===== config.mk =====
export PLATFORM = sky130hd
export DESIGN_NAME = gray_counter_flat
export DESIGN_NICKNAME = d
export VERILOG_FILES = /design/src/rtl/gray_counter_pkg.sv /design/src/rtl/gray_counter_if.sv /design/src/rtl/gray_counter_bin_to_gray_n.sv /design/src/rtl/gray_counter.sv /design/src/flat_wrapper.sv
export SDC_FILE = /design/constraint.sdc
export NUM_CORES = 1
export LEC_CHECK = 0
export CORE_MARGIN = 5
export CORE_UTILIZATION = 25
export DETAILED_ROUTE_END_ITERATION = 10
export PLACE_DENSITY = 0.63
export SYNTH_ARGS = -nofsm -noshare
export SYNTH_HDL_FRONTEND = slang
export SYNTH_SLANG_ARGS = --single-unit

===== constraint.sdc =====
create_clock -name clk -period 2.53 [get_ports clk]
set_clock_uncertainty 0.05 [all_clocks]
set_input_delay 0.6325 -clock clk [delete_from_list [all_inputs] [get_ports clk]]
set_output_delay 0.6325 -clock clk [all_outputs]
set_load 0.02 [all_outputs]

===== src/rtl/gray_counter_pkg.sv =====
// Shared constants for the Gray-coded up/down counter: mode encodings and
// the legal width range with a helper used by the elaboration check.
package gray_counter_pkg;

  localparam int GRAY_MODE_WRAP = 0;
  localparam int GRAY_MODE_SAT  = 1;

  localparam int GRAY_WIDTH_MIN = 2;
  localparam int GRAY_WIDTH_MAX = 16;

  function automatic bit gray_width_legal(input int w);
    return (w >= GRAY_WIDTH_MIN) && (w <= GRAY_WIDTH_MAX);
  endfunction

  function automatic bit gray_mode_legal(input int m);
    return (m == GRAY_MODE_WRAP) || (m == GRAY_MODE_SAT);
  endfunction

endpackage


===== src/rtl/gray_counter_if.sv =====
// Control and status bundle of the Gray counter; the counter is the slave,
// whoever steers it (user logic or a bench) is the master.
interface gray_counter_if #(
  parameter int WIDTH = 4
) ();

  logic             en;
  logic             up;
  logic             load;
  logic [WIDTH-1:0] load_val;
  logic [WIDTH-1:0] bin;
  logic [WIDTH-1:0] gray;
  logic             wrap;
  logic             at_limit;

  modport master (
    output en, up, load, load_val,
    input  bin, gray, wrap, at_limit
  );

  modport slave (
    input  en, up, load, load_val,
    output bin, gray, wrap, at_limit
  );

endinterface


===== src/rtl/gray_counter_bin_to_gray_n.sv =====
// Purely combinational N-bit binary to reflected Gray converter.
module bin_to_gray_n #(
  parameter int WIDTH = 4
) (
  input  logic [WIDTH-1:0] i_bin,
  output logic [WIDTH-1:0] o_gray
);

  assign o_gray = i_bin ^ (i_bin >> 1);

endmodule


===== src/rtl/gray_counter.sv =====
// Registered up/down counter exposing binary and Gray views of the same state,
// with synchronous load and selectable wrap or saturate behaviour at the limits.
module gray_counter
  import gray_counter_pkg::*;
#(
  parameter int WIDTH    = 4,
  parameter int SATURATE = GRAY_MODE_WRAP
) (
  input  logic           clk,
  input  logic           rst_n,
  gray_counter_if.slave  io_bus
);

  if (!gray_width_legal(WIDTH)) begin : g_bad_width
    $error("gray_counter: WIDTH=%0d outside %0d..%0d", WIDTH, GRAY_WIDTH_MIN, GRAY_WIDTH_MAX);
  end
  if (!gray_mode_legal(SATURATE)) begin : g_bad_mode
    $error("gray_counter: SATURATE=%0d is not a known mode", SATURATE);
  end

  localparam logic [WIDTH-1:0] LP_ONE = WIDTH'(1);
  localparam bit               LP_SAT = (SATURATE == GRAY_MODE_SAT);

  logic [WIDTH-1:0] r_bin;
  logic [WIDTH-1:0] r_gray;
  logic             r_wrap;

  logic             w_at_max;
  logic             w_at_min;
  logic [WIDTH-1:0] w_next_bin;
  logic [WIDTH-1:0] w_next_gray;
  logic             w_next_wrap;

  assign w_at_max = &r_bin;
  assign w_at_min = ~|r_bin;

  // Next-state mux: load beats count, count beats hold; limits wrap or stick.
  always_comb begin
    w_next_bin  = r_bin;
    w_next_wrap = 1'b0;
    if (io_bus.load) begin
      w_next_bin = io_bus.load_val;
    end else if (io_bus.en) begin
      if (io_bus.up) begin
        if (!w_at_max) begin
          w_next_bin = r_bin + LP_ONE;
        end else if (!LP_SAT) begin
          w_next_bin  = '0;
          w_next_wrap = 1'b1;
        end
      end else begin
        if (!w_at_min) begin
          w_next_bin = r_bin - LP_ONE;
        end else if (!LP_SAT) begin
          w_next_bin  = '1;
          w_next_wrap = 1'b1;
        end
      end
    end
  end

  // Gray is formed from the next binary value so both registers update together.
  bin_to_gray_n #(
    .WIDTH (WIDTH)
  ) u_bin_to_gray (
    .i_bin  (w_next_bin),
    .o_gray (w_next_gray)
  );

  always_ff @(posedge clk) begin
    if (!rst_n) begin
      r_bin  <= '0;
      r_gray <= '0;
      r_wrap <= 1'b0;
    end else begin
      r_bin  <= w_next_bin;
      r_gray <= w_next_gray;
      r_wrap <= w_next_wrap;
    end
  end

  assign io_bus.bin      = r_bin;
  assign io_bus.gray     = r_gray;
  assign io_bus.wrap     = r_wrap;
  assign io_bus.at_limit = io_bus.up ? w_at_max : w_at_min;

endmodule

===== src/flat_wrapper.sv =====
// flat-port wrapper written by rule: the top's interface ports become plain ports
module gray_counter_flat import gray_counter_pkg::*;
#(
  parameter int WIDTH    = 4,
  parameter int SATURATE = GRAY_MODE_WRAP
)
  (clk, rst_n, io_bus_en, io_bus_up, io_bus_load, io_bus_load_val, io_bus_bin, io_bus_gray, io_bus_wrap, io_bus_at_limit);
  gray_counter_if #(.WIDTH(WIDTH)) io_bus_i ();
  input  logic clk;
  input  logic rst_n;
  input wire logic [$bits(io_bus_i.en)-1:0] io_bus_en;
  input wire logic [$bits(io_bus_i.up)-1:0] io_bus_up;
  input wire logic [$bits(io_bus_i.load)-1:0] io_bus_load;
  input wire logic [$bits(io_bus_i.load_val)-1:0] io_bus_load_val;
  output wire logic [$bits(io_bus_i.bin)-1:0] io_bus_bin;
  output wire logic [$bits(io_bus_i.gray)-1:0] io_bus_gray;
  output wire logic [$bits(io_bus_i.wrap)-1:0] io_bus_wrap;
  output wire logic [$bits(io_bus_i.at_limit)-1:0] io_bus_at_limit;
  assign io_bus_i.en = io_bus_en;
  assign io_bus_i.up = io_bus_up;
  assign io_bus_i.load = io_bus_load;
  assign io_bus_i.load_val = io_bus_load_val;
  assign io_bus_bin = io_bus_i.bin;
  assign io_bus_gray = io_bus_i.gray;
  assign io_bus_wrap = io_bus_i.wrap;
  assign io_bus_at_limit = io_bus_i.at_limit;
  gray_counter #(.WIDTH(WIDTH), .SATURATE(SATURATE)) u_core (.clk(clk), .rst_n(rst_n), .io_bus(io_bus_i));
endmodule

==> summary.txt <==
Crit path cell chain: clkdlybuf4s50_1 > or3b_4 > o21ai_2 > buf_6
Gr usage total: 9.112%
CP delay by family, top: buffers and inverters
Yosys reg bits: 8
# diodes: 0
Clock Latency Late Sink: 0.25 ns
Cts bufs inserted: 3
Average cell area after synthesis: 8.451 um^2
Detailed-route DRC error count: 0
CP max FO: 2
Area growth syn-to-layout: 60.26%
MaxCap Viol Count: 0
Final Hold Fails: 0
Initial antenna violation count: 0
Asr flop ratio synth: 0%
Design area: 772.0 um^2
Yosys top cell by area: dfxtp_1
Leak pwr: 0.3359 nW
Worst setup margin: 0.05784 ns
Relative max-transition margin: 75.97%
Final setup fails: 0
Ys Warns: 0
Crit-path max cell delay: 0.44 ns
Synth cell count leaders: dfxtp_1, nor2_1, inv_1, nand2_1
# hold bufs at CTS: 0
RSZ-0062 raised after global routing: false
Synth unique cells: 27
Mapped Area: 481.7 um^2
WL per Instance: 10.72 um
Post-Syn Nets: 68
Starting Density: 27.02%
Slowest cell on crit path: clkdlybuf4s50_1
First-pass GRT wire length: 1856 um
Total length of routed wires: 1169 um
Number of vias per cell: 4.578
# IOs: 19
Main synth FF type: dfxtp_1
Clock sinks: 8
Buffers & Inverters on Critical Path: 2
Total core area: 1783 um^2
CTS tree: yes
Required @ worst endpoint: 1.85 ns
Min Tclk post-route: 2.472 ns
Clock-pin slew on the worst setup and hold paths: 0.05 ns
Slew @ Worst Pin: 0.3504 ns
Pin count of the biggest net entering global routing: 10
Share of layout cells above drive strength 1: 20.24%
TNS Setup: 0 ns
GR Overflow Total: 0
Die Y: 53.90 um
VDD IR max: 0.2776 mV
# H-tree levels: 1
Postcts setup bufs: 0
Ranking of synthesized cells by area: dfxtp_1, nor2_1, ha_1
ANT nets after route: 0
EDFF count, synth: 0
Pwr/cell area: 501.4 nW/um^2
Nets: 97
Register area share after synthesis: 33.25%
CTS Buffer Depth: 2
Worst EP arrival: 1.79 ns
Status: complete, no violations
Area fraction of the dominant cell type after synthesis: 33.25%
Via Count: 499
Area post-placement: 742.0 um^2
Mapped Cells: 57
CP Capture Type: primary output
Rows: 15
Root Buffer: clkbuf_4
Hold Crit Class: reg -> reg
Cells after DPL: 106
Initial DRC count: 3
Die Width: 53.90 um
Hpwl dp: 938.7 um
WS Path Type: in -> out
Quantity of I/O buffers inserted on ports: 18
Vias in the first global route: 458
Routability cong.: 0.7582
CP Launch Type: input port
Period Utilization, post-route: 97.71%
Drt pass-1 iters: 4
DP Worst Slack: -0.5492 ns
Tot Pwr: 387.1 uW
Max-slew violations: 0
Final Non-Filler Cells: 109
FMAX: 404.5 MHz
Die ar.: 2905 um^2
[cell families (layout without fill, tap and decap cells)]
group / count (synthesis) / after routing / share of synthesized area [%]
xor gates and xnor gates: 3 / 3 / 5.456
buffers and inverters: 7 / 34 / 6.234
AOI/OAI and AO/OA: 12 / 12 / 19.74
adders and majority gates: 2 / 2 / 5.194
DFF: 8 / 8 / 33.25
and+or+nand+nor: 21 / 21 / 21.30
muxes: 4 / 4 / 8.831
[cell usage in the layout (no fill, tap or decap), types with 2 or more instances in the layout]
cell type	count
clkbuf_4	3
inv_1	5
mux2i_1	2
clkdlybuf4s50_1	17
xor2_1	2
nand3_1	2
nor2_1	8
o31ai_1	2
nand2_1	5
dfxtp_1	8
buf_4	8
a31oi_1	2
and3_1	2
ha_1	2
[tightest hold or removal path: cells and delay by family, from the launching register on]
| family | cells | cell delay [ns] |
|---|---|---|
| buffers and inverters | 1 | 0.15 |
| flip-flops | 1 | 0.30 |
| AO/OA/AOI/OAI | 1 | 0.11 |
| AND/OR/NAND/NOR | 2 | 0.14 |
[timing repair]
item	4_1_cts	5_1_grt
endpoints found under the setup margin	1	1
pin swaps	0	1
resized for setup	8	2
hold endpoints to repair	0	0
[path summary, 6_finish.rpt]
check                                     startpoint               endpoint  slack [ns]  depth (start not counted)
worst min-delay path            u_core.io_bus.bin[0]   u_core.io_bus.bin[0]        0.68                          4
worst max-delay path                       io_bus_up        io_bus_at_limit        0.06                          4
worst max register to register  u_core.io_bus.bin[1]  u_core.io_bus.gray[2]        0.58                          6
worst min register to register  u_core.io_bus.bin[0]   u_core.io_bus.bin[0]        0.68                          4
[flip-flops by register name, summed over array words and instances (netlist names)]
name	flops
u_core.io_bus.gray	4
u_core.io_bus.bin	3
u_core.io_bus.wrap	1
[metrics by stage]
stage / hold WS, ns / utilization (%)
floorplan: 0.6407 / -
global placement: 0.6576 / 41.61
detailed placement: 0.6670 / 41.61
CTS: 0.6750 / 42.95
global route: 0.7426 / 43.30
finish: 0.6836 / 43.30
[power breakdown]
group	internal, mW	total [mW]	switching (mW)	leakage (nW)
Combinational	0.0778	0.146	0.0687	0.256
Sequential	0.138	0.145	0.00657	0.0662
Clock	0.0541	0.0956	0.0415	0.0138
Total	0.270	0.387	0.117	0.336
[routing by layer]
layer	GRT usage, %	vias up	share of wire [%]
met5	0	-	0
met4	3.830	0	0
met3	4.986	0	6.4
met2	14.31	14	51
met1	10.08	231	42
li1	-	254	-
[layout make-up]
type                    count  area [um^2]
fillers                   173         1011
inverters                   5        18.77
multi-input cells          42        297.8
repair buffers             26        241.5
well taps                  25        31.28
flip-flops and latches      8        160.2
clock buffers               3        22.52
Power figures use the tool's default switching activity.
